==> src/rtl/stream_out_matrix_ping_pong_hs.sv <==
// -----------------------------------------------------------------------------
// stream_out_matrix_ping_pong_hs
//
// Parallel-to-serial matrix streamer for the turbo decoder soft-input port.
// A complete R x C matrix of BITS-wide words is captured in one cycle into one
// of two banks. Captured matrices are then streamed out LANES words per beat
// under valid/ready flow control. Each matrix is scanned in the order that was
// latched with it: row-major or column-major. The beats carry first/last
// framing. A matrix offered while both banks are occupied is dropped, and the
// drop is reported.
//
// Ports
//   clk        rising-edge clock
//   reset_n    asynchronous active-low reset
//   in_valid   capture request for a / col_major this cycle
//   col_major  scan order of the offered matrix (0 = row-major, 1 = column-major)
//   a          input matrix a[R][C]
//   in_ready   a bank can accept a matrix this cycle
//   out_valid  c holds a valid beat
//   out_ready  downstream accepts the beat
//   c          output beat c[LANES]; c[0] is the earliest element in scan order
//   out_first  beat is the first of a matrix
//   out_last   beat is the last of a matrix
//   overflow   one-cycle pulse after a matrix was dropped
//   ovf_count  saturating count of dropped matrices
// -----------------------------------------------------------------------------
module stream_out_matrix_ping_pong_hs #(
    parameter int BITS  = 32,
    parameter int R     = 3,
    parameter int C     = 10,
    parameter int LANES = 1,
    parameter int CNT_W = 16
) (
    input  logic             clk,
    input  logic             reset_n,
    input  logic             in_valid,
    input  logic             col_major,
    input  logic [BITS-1:0]  a [R][C],
    output logic             in_ready,
    output logic             out_valid,
    input  logic             out_ready,
    output logic [BITS-1:0]  c [LANES],
    output logic             out_first,
    output logic             out_last,
    output logic             overflow,
    output logic [CNT_W-1:0] ovf_count
);

    localparam int N     = R * C;
    localparam int BEATS = N / LANES;
    localparam int K_W   = (BEATS > 1) ? $clog2(BEATS) : 1;
    localparam int E_W   = (N > 1) ? $clog2(N) : 1;
    localparam logic [K_W-1:0] K_LAST = K_W'(BEATS - 1);

    if (N % LANES != 0) begin : g_lanes_check
        $error("R*C must be a multiple of LANES");
    end

    typedef enum logic {
        EMPTY = 1'b0,
        FULL  = 1'b1
    } bank_st_t;

    bank_st_t         r_st     [2];
    bank_st_t         w_st_nxt [2];
    logic             r_wr;
    logic             r_rd;
    logic [K_W-1:0]   r_k;
    logic             r_ovf;
    logic [CNT_W-1:0] r_cnt;

    // Bank storage is data only and is never reset. Every read of it is
    // qualified by the bank state.
    logic [BITS-1:0]  r_mem [2][N];
    logic             r_cm  [2];

    logic             w_beat;
    logic             w_last_beat;
    logic             w_drain;
    logic             w_cap;
    logic             w_drop;

    // A matrix is stored linearly in row-major order. Scan element e maps to
    // itself in row-major order. In column-major order it maps to row e%R,
    // column e/R.
    function automatic logic [E_W-1:0] addr_of(input int e, input logic cm);
        int lin;
        if (cm)
            lin = (e % R) * C + (e / R);
        else
            lin = e;
        return E_W'(lin);
    endfunction

    function automatic logic [CNT_W-1:0] sat_inc(input logic [CNT_W-1:0] v);
        return (v == '1) ? v : v + CNT_W'(1);
    endfunction

    assign out_valid   = (r_st[r_rd] == FULL);
    assign w_last_beat = (r_k == K_LAST);
    assign w_beat      = out_valid & out_ready;
    assign w_drain     = w_beat & w_last_beat;

    // When both banks are full, the write pointer addresses the bank being
    // read. That bank frees on its last beat and can be refilled on the same
    // edge.
    assign in_ready = (r_st[0] == EMPTY) | (r_st[1] == EMPTY) | w_drain;
    assign w_cap    = in_valid & in_ready;
    assign w_drop   = in_valid & ~in_ready;

    // Per-bank state: a capture into the bank that is draining wins.
    always_comb begin
        for (int b = 0; b < 2; b++) begin
            w_st_nxt[b] = r_st[b];
            if (w_drain && (r_rd == 1'(b)))
                w_st_nxt[b] = EMPTY;
            if (w_cap && (r_wr == 1'(b)))
                w_st_nxt[b] = FULL;
        end
    end

    always_ff @(posedge clk or negedge reset_n) begin
        if (!reset_n) begin
            r_st[0] <= EMPTY;
            r_st[1] <= EMPTY;
            r_wr    <= 1'b0;
            r_rd    <= 1'b0;
            r_k     <= '0;
            r_ovf   <= 1'b0;
            r_cnt   <= '0;
        end else begin
            r_st[0] <= w_st_nxt[0];
            r_st[1] <= w_st_nxt[1];
            if (w_cap)
                r_wr <= ~r_wr;
            if (w_beat) begin
                if (w_last_beat) begin
                    r_k  <= '0;
                    r_rd <= ~r_rd;
                end else begin
                    r_k <= r_k + K_W'(1);
                end
            end
            r_ovf <= w_drop;
            if (w_drop)
                r_cnt <= sat_inc(r_cnt);
        end
    end

    always_ff @(posedge clk) begin
        if (w_cap) begin
            r_cm[r_wr] <= col_major;
            for (int r = 0; r < R; r++)
                for (int cc = 0; cc < C; cc++)
                    r_mem[r_wr][E_W'(r * C + cc)] <= a[r][cc];
        end
    end

    // The output mux is driven only from registers. The beat is forced to zero
    // when no beat is valid, so c reads as 0 after reset.
    always_comb begin
        for (int j = 0; j < LANES; j++)
            c[j] = out_valid ? r_mem[r_rd][addr_of(int'(r_k) * LANES + j, r_cm[r_rd])] : '0;
    end

    assign out_first = out_valid & (r_k == '0);
    assign out_last  = out_valid & w_last_beat;
    assign overflow  = r_ovf;
    assign ovf_count = r_cnt;

endmodule

==> config.mk <==
export PLATFORM = sky130hd
export DESIGN_NAME = stream_out_matrix_ping_pong_hs
export DESIGN_NICKNAME = d
export VERILOG_FILES = /design/src/rtl/stream_out_matrix_ping_pong_hs.sv
export SDC_FILE = /design/constraint.sdc
export NUM_CORES = 1
export LEC_CHECK = 0
export ABC_AREA = 1
export CORE_AREA = 2 2 391 393
export CTS_CLUSTER_DIAMETER = 60
export DETAILED_ROUTE_END_ITERATION = 8
export DIE_AREA = 0 0 393 395
export PLACE_DENSITY = 0.5
export RECOVER_POWER = 50
export SLEW_MARGIN = 20
export SYNTH_ARGS = -nofsm -noshare
export SYNTH_HDL_FRONTEND = slang
export SYNTH_SLANG_ARGS = --single-unit
==> constraint.sdc <==
create_clock -name clk -period 69.3 [get_ports clk]
set_clock_uncertainty 0.15 [all_clocks]
set_input_delay 17.325 -clock clk [delete_from_list [all_inputs] [get_ports clk]]
set_output_delay 17.325 -clock clk [all_outputs]
set_load 0.01 [all_outputs]
-- Word level (Yosys, flattened, before mapping)
Memories as Yosys holds them, arrays and structs flattened.
Index checks and enable logic that the tools add are counted.
- add/sub/neg operators: 3
- multiply operators: 1
- divide/modulo/power cells: 2
- $lt $le $gt $ge: 2
- equal/unequal tests: 2
- mux-type cells: 15
- bitwise operators: 16
- reductions and logical operators: 9
- operators with widths (kind ; number):
    binary-select mux 32 bit (select 5 bit) ; 1
    2-to-1 mux 32 bit ; 3
    divider 6 x 3 -> 32 bit, second input constant ; 1
    modulo 6 x 3 -> 32 bit, second input constant ; 1
    multiplier 32 x 4 -> 4 bit, second input constant ; 1
    adder 16 x 1 -> 16 bit, second input constant ; 1
    equality test 16 bit, second input constant ; 1
    2-to-1 mux 5 bit ; 2
    2-to-1 mux 1 bit ; 9
    AND 1 bit ; 6
    greater-or-equal comparator 6 bit, second input constant ; 1
    NOT 1 bit ; 6
    NOT 5 -> 6 bit ; 1
    adder 5 x 1 -> 5 bit, second input constant ; 1
    adder 5 bit ; 1
    equality test 5 bit, second input constant ; 1
    zero test 5 bit ; 1
    logical AND 1 bit ; 4
    AND reduction 2 bit ; 2
    nonzero test 2 bit ; 2
    greater-or-equal comparator 2 bit, second input constant ; 1
    NOT 1 -> 2 bit ; 1
    bitwise OR 1 bit ; 2
- flip-flop bits (word level): 26
- memory bits (writable): 1026
- output and inout port bits: 53
- word-level logic and storage cells: 59
- memories: 2
- memories (memory ; words ; bits a word ; rd ports ; clocked after memory_dff ; wr ports ; RTL line ; text):
    r_mem ; 2 ; 512 ; 1 ; 0 ; 1 ; 74 ; logic [BITS-1:0] r_mem [2][N];
    r_cm ; 2 ; 1 ; 1 ; 0 ; 1 ; 75 ; logic r_cm [2];

-- Depth between registers and ports, before layout
Gate-level depths: netlist of the first run.
- depth in word-level cells: 10
- depth in mapped cells: 37
- depth with buffers taken out: 34

-- Worst setup path before layout of the first run
Ideal clock, no wire load.
- kind: input to register
- from: input out_ready
- to: memory r_cm[1], enable pin
- setup time: 1403 ps
- arrival: 39322 ps
- setup slack: 28425 ps
- stages: 6
- buffers on the path: 0
- path through: inv_1 > nor2_1 > nand2_2 > nand3_1 > nand2_1 > nor2_1
- longest elaborated chain between the ends: 6
- RTL lines (what ; RTL line ; text):
    start: declaration ; 41 ; input logic out_ready,
    AND 1 bit ; 101 ; assign w_beat = out_valid & out_ready;
    AND 1 bit ; 102 ; assign w_drain = w_beat & w_last_beat;
    bitwise OR 1 bit ; 107 ; assign in_ready = (r_st[0] == EMPTY) | (r_st[1] == EMPTY) | w_drain;
    via in_ready ; 39 ; output logic in_ready,
    AND 1 bit ; 108 ; assign w_cap = in_valid & in_ready;
    2-to-1 mux 1 bit ; 151 ; if (w_cap) begin
    2-to-1 mux 1 bit (implied by the code) ; 152 ; r_cm[r_wr] <= col_major;
    end: declaration ; 75 ;
The timed path passes the listed nets, and every way through them passes these cells.

-- Worst setup path in the final report of the first run
- from: input out_ready
- to: output in_ready
- longest elaborated chain between the ends: 3
- RTL lines (what ; RTL line):
    AND 1 bit ; 101
    AND 1 bit ; 102
    bitwise OR 1 bit ; 107
    end: declaration ; 39
Every way passes these cells.

==> flow_metrics.env, run 1 <==
export IMPL_holdBufCountCts=0
export IMPL_nNetsFinal=5512
export IMPL_worst_slew_pin_slew_ns=1.47
export IMPL_syn_cell_area_um2=44100
export IMPL_die_x_um=393
export IMPL_cts_root_buffer="clkbuf_16"
export IMPL_ant_nets=0
export IMPL_clk_pin_slew_ns=0.06
export IMPL_switching_power_w=0.00163
export IMPL_ios=1018
export IMPL_clockBufferDepth=3
export IMPL_fin_crit_sh=0.531
export IMPL_core_um2=151000
export IMPL_initial_core_util=0.292
export IMPL_grt_overflow_total=0
export IMPL_gp_congestion=0.781
export IMPL_cap_violations=0
export IMPL_total_power_w=0.00324
export IMPL_peakVddDrop_v=0.0000920
export IMPL_pwr_share_clk=0.180
export IMPL_synth_fp_nets=5014
export IMPL_fill_cells=14800
export IMPL_p_leak_nw=21.2
export IMPL_pwr_share_seq=0.260
export IMPL_grt_max_degree=158
export IMPL_dieArea_um2=155000
export IMPL_ys_types=36
export IMPL_synth_seq_cells=1052
export IMPL_outcome="complete, no violations"
export IMPL_syn2layout_area_growth_pct=25.9
export IMPL_first_global_vias=29500
export IMPL_rsz0062_at_grt="false"
export IMPL_layout_drive_gt1_share=0.0479
export IMPL_slew_violations=0
export IMPL_cellInternalPower_w=0.00160
export IMPL_cts_sinks=1052
export IMPL_post_route_min_period_ns=36.76
export IMPL_ys_seq_area_frac=0.713
export IMPL_dpl_hpwl_mm=104
export IMPL_maxSlewHeadroom=0.0230
export IMPL_post_cts_buffers=0
export IMPL_hold_depth=1
export IMPL_routed_wl_mm=157
export IMPL_cp_data_arrival_time_ns=19.29
export IMPL_tns_ns=0
export IMPL_avgSynthCellArea_um2=10.9
export IMPL_antenna_found_initial=203
export IMPL_syn_inst=4036
export IMPL_portBuffers=569
export IMPL_cts_resized=0
export IMPL_power_frac_comb=0.560
export IMPL_grt_use_total=0.196
export IMPL_setup_viol=0
export IMPL_rows=143
export IMPL_fmax_ghz=0.0272
export IMPL_via_count=31400
export IMPL_hp_class="reg2reg"
export IMPL_insertion_delay_ns=0.72
export IMPL_pre_cts_slack_ns=32.73
export IMPL_htreeDepth=3
export IMPL_utilization=0.368
export IMPL_cp_required_ns=51.83
export IMPL_worstSetupPathType="in2out"
export IMPL_cp_max_fo=8
export IMPL_dieHeight_um=395
export IMPL_ff2ff_path_depth=10
export IMPL_power_density_nw_per_um2=58.2
export IMPL_swShare=0.504
export IMPL_drtPass1Iterations=6
export IMPL_worstSetupStartpointType="input port"
export IMPL_worst_slack_ns=32.54
export IMPL_tritoncts="done"
export IMPL_grt_pass1_wl_mm=216
export IMPL_yosysWarnings=0
export IMPL_report_final_hold_viol_count=0
export IMPL_cts_made_buffers=116
export IMPL_wire_per_inst_um=23.3
export IMPL_viasPerCell=4.67
export IMPL_first_iter_violations=2402
export IMPL_route_detailed_drc=0
export IMPL_endpoint_kind="output pin"
## synth_stat cells, drive strengths merged
library cell / count / area, um^2
nand2: 1867 / 7040
edfxtp: 1026 / 30800
nand3: 538 / 2720
clkbuf: 159 / 597
nor2: 138 / 528
buf: 76 / 445
o21ai: 45 / 225
inv: 40 / 150
a21oi: 34 / 181
mux2i: 30 / 300
dfrtp: 26 / 651
xor2: 13 / 114
ha: 12 / 150
nand4: 10 / 68.8
nor3: 7 / 35.0
xnor2: 6 / 52.6
nand3b: 2 / 15.0
nor4: 2 / 12.5
a31oi: 1 / 6.26
fa: 1 / 20.0
mux2: 1 / 11.3
nor3b: 1 / 7.51
or2: 1 / 6.26
## sequential cells by signal (all words and copies together), names as in the netlist
name / flops
r_mem: 1024
ovf_count: 16
r_k: 5
r_cm: 2
r_st: 2
overflow: 1
r_rd: 1
r_wr: 1
## layout make-up
type | instances | area [um^2] | share of cell area
clock inverters | 73 | 593 | 0.0107
multi-input cells | 2709 | 11600 | 0.208
diodes | 68 | 170 | 0.00306
well taps | 2030 | 2540 | 0.0457
repair buffers | 615 | 6100 | 0.110
inverters | 40 | 164 | 0.00295
clock buffers | 141 | 3000 | 0.0539
flip-flops and latches | 1052 | 31500 | 0.566
## worst paths after layout
path,startpoint,to,slack (ns)
setup / recovery,out_ready,in_ready,32.54
hold / removal,ovf_count[15],ovf_count[15],0.35
setup reg to reg,r_rd,r_mem[0][26],62.24
hold reg to reg,ovf_count[15],ovf_count[15],0.35
max in group asynchronous,reset_n,r_rd,50.62
min in group asynchronous,reset_n,ovf_count[10],17.34
## placed cells by master, fill, tap and decap left out, types with 36 or more instances in the layout
master	instances
nand3_1	535
edfxtp_1	1026
clkbuf_16	116
nor2_1	136
dlygate4sd3_1	515
buf_4	40
nand2_1	1858
clkdlybuf4s50_1	54
diode_2	68
inv_1	36
clkinv_1	37
## power groups by stage
stage	sequential [W]	clock, W	combinational, W
floorplan	0.000942	0	0.000913
global placement	0.000851	0	0.00186
detailed placement	0.000853	0	0.00186
CTS	0.000840	0.000599	0.00187
global route	0.000848	0.000624	0.00197
finish	0.000840	0.000584	0.00181
## layer usage
| metal | wire length [um] | up-vias | track usage | part of all wire |
|---|---|---|---|---|
| met1 | 67800 | 15000 | 0.265 | 0.43 |
| met2 | 65100 | 1110 | 0.280 | 0.42 |
| met5 | 954 | - | 0 | 0.0061 |
| met3 | 17900 | 380 | 0.0851 | 0.11 |
| li1 | - | 14800 | - | - |
| met4 | 4860 | 152 | 0.0622 | 0.031 |
## logic make-up (layout without fill, tap and decap cells)
kind of cell,Yosys count,count (layout),synth area share
AOI/OAI and AO/OA,80,80,0.00935
xor gates and xnor gates,19,19,0.00377
adders and majority gates,13,13,0.00386
buffers and inverters,275,869,0.0270
DFF,1052,1052,0.713
muxes,31,31,0.00706
other,0,68,0
and+or+nand+nor,2566,2566,0.236
## worst max-delay path, cell delays in order
cell and delay, ns:
dlygate4sd3_1 0.53, inv_1 0.04, nor2_1 0.31, nand2_1 0.28
nand3_1 0.19, clkdlybuf4s50_1 0.60
## through the flow
stage               instances  hold slack, ns  area, um^2
finish                   6728           0.351       55600
floorplan                4036           0.332       44100
CTS                      6660           0.356       55400
global route             6684           0.370       55500
global placement         6446           0.337       51800
detailed placement       6446           0.345       51800
Note: power is estimated with default switching activity, not from simulation.
==> inputs of run 2 (changes only) <==
Clock period 69.3 ns to 34.3 ns, I/O delays scaled along.
==> run 2 against run 1 <==
  * The flow now finishes with violations (capacitance limit, slew limit)
  * First-iteration DRC count up 3.7%
  * Hold slack improved by 0.0014 ns
  * Flip-flop and latch count did not move
  * Clock power rose by 110%
  * Critical path depth is the same
  * Sequential share of layout area shrank 0.13 points
  * Final cell count is 0.30% higher
  * Worst setup slack got worse by 18 ns
  * Die area did not move
  * Combinational power is 100% higher
  * Register-to-register slack worse by 35 ns
  * Cell area up 0.22%
==> flow_metrics.env, run 2 (synthesis results as in run 1) <==
export IMPL_setup_viol=0
export IMPL_violations="capacitance limit, slew limit"
export IMPL_rsz0062_at_grt="false"
export IMPL_cp_max_fo=8
export IMPL_cap_violations=1
export IMPL_dpl_hpwl_mm=104
export IMPL_first_global_vias=29600
export IMPL_layout_drive_gt1_share=0.0481
export IMPL_tritoncts="done"
export IMPL_worst_slew_pin_slew_ns=1.55
export IMPL_p_leak_nw=21.3
export IMPL_dieHeight_um=395
export IMPL_post_route_min_period_ns=19.31
export IMPL_cts_sinks=1052
export IMPL_outcome="finished with violations"
export IMPL_syn2layout_area_growth_pct=26.2
export IMPL_layout_common_cells="nand2_1, edfxtp_1, nand3_1"
export IMPL_fin_crit_sh=0.563
export IMPL_maxSlewHeadroom=-0.0301
export IMPL_htreeDepth=3
export IMPL_routed_wl_mm=157
export IMPL_initial_core_util=0.292
export IMPL_cp_data_arrival_time_ns=10.59
export IMPL_hp_class="reg2reg"
export IMPL_worstSetupStartpointType="input port"
export IMPL_worst_slack_ns=14.99
export IMPL_first_iter_violations=2490
export IMPL_clockBufferDepth=3
export IMPL_rows=143
export IMPL_crit_path_cell_trace="dlygate4sd3_1, inv_1, nor2_1, nand2_1, nand3_1, clkdlybuf4s50_1"
export IMPL_fmax_ghz=0.0518
export IMPL_dieArea_um2=155000
export IMPL_endpoint_kind="output pin"
export IMPL_peakVddDrop_v=0.000110
export IMPL_whs_ns=0.352
export IMPL_grt_max_degree=157
export IMPL_tns_ns=0
export IMPL_cts_resized=0
export IMPL_power_density_nw_per_um2=118
export IMPL_pre_cts_slack_ns=15.19
export IMPL_die_x_um=393
export IMPL_via_count=31700
export IMPL_cts_root_buffer="clkbuf_16"
export IMPL_post_cts_buffers=0
export IMPL_wire_per_inst_um=23.2
export IMPL_largest_reg_flops=1024
export IMPL_grt_overflow_total=0
export IMPL_regMostFlops="r_mem"
export IMPL_cts_made_buffers=117
export IMPL_grt_pass1_wl_mm=216
export IMPL_route_detailed_drc=0
export IMPL_critPathMaxStageDelay_ns=0.60
export IMPL_ant_nets=0
export IMPL_nNetsFinal=5516
export IMPL_portBuffers=569
export IMPL_ios=1018
export IMPL_antenna_found_initial=200
export IMPL_drtPass1Iterations=5
export IMPL_worstSetupPathType="in2out"
export IMPL_clk_pin_slew_ns=0.06
export IMPL_report_final_hold_viol_count=0
export IMPL_holdBufCountCts=0
export IMPL_viasPerCell=4.69
export IMPL_cp_required_ns=25.57
export IMPL_gp_congestion=0.785
export IMPL_insertion_delay_ns=0.75
export IMPL_slew_violations=27
export IMPL_grt_use_total=0.196
export IMPL_critPathSlowestCell="clkdlybuf4s50_1"
export IMPL_final_common_cell="nand2_1"
export IMPL_core_um2=151000
[run 2: cell count changes in the layout (fill, tap and decap cells not counted), sizes merged]
cell    before  now
diode       68   82
buf         45   48
clkbuf     142  145
inv         42   44
bufinv       5    6
clkinv      61   58
[run 2: path summary, 6_finish.rpt]
| check | from | to | slack, ns | cells after the start |
|---|---|---|---|---|
| max | out_ready | in_ready | 14.99 | 6 |
| min | ovf_count[15] | ovf_count[15] | 0.35 | 1 |
| max reg2reg | r_rd | r_mem[1][149] | 26.84 | 11 |
| min reg2reg | ovf_count[15] | ovf_count[15] | 0.35 | 1 |
| max in group asynchronous | reset_n | r_rd | 24.32 | 2 |
| min in group asynchronous | reset_n | ovf_count[10] | 8.58 | 2 |
[run 2: critical path: cells and delay by family]
kind | cells | cell delay [ns]
buf+inv | 3 | 1.16
simple gates | 3 | 0.85
[run 2: stage by stage]
step           total power, W  instance area, um^2  utilization  instances
2_1_floorplan         0.00375                44100            -       4036
3_3_place_gp          0.00547                51900        0.343       6449
3_5_place_dp          0.00548                51900        0.343       6449
4_1_cts               0.00670                55500        0.367       6666
5_1_grt               0.00698                55600        0.368       6695
6_report              0.00657                55700        0.368       6748
[run 2: layout make-up]
cell class / count / area, um^2
Antenna cell: 82 / 205
Timing Repair Buffer: 618 / 6110
Sequential cell: 1052 / 31500
Clock buffer: 144 / 3030
Inverter: 40 / 164
Clock inverter: 73 / 639
Multi-Input combinational cell: 2709 / 11600
Fill cell: 14800 / 95500
Tap cell: 2030 / 2540
[run 2: per-layer routing]
layer / vias up / share of wire / wire (um) / global-route usage
li1: 14900 / - / - / -
met1: 15100 / 0.44 / 68100 / 0.265
met2: 1153 / 0.41 / 64900 / 0.279
met3: 376 / 0.12 / 18000 / 0.0890
met4: 132 / 0.031 / 4820 / 0.0593
met5: - / 0.0050 / 784 / 0
[run 2: power by group]
group / internal [W] / switching, W
clock network: 0.000674 / 0.000525
registers: 0.00164 / 0.0000531
logic: 0.000942 / 0.00274
total: 0.00325 / 0.00332
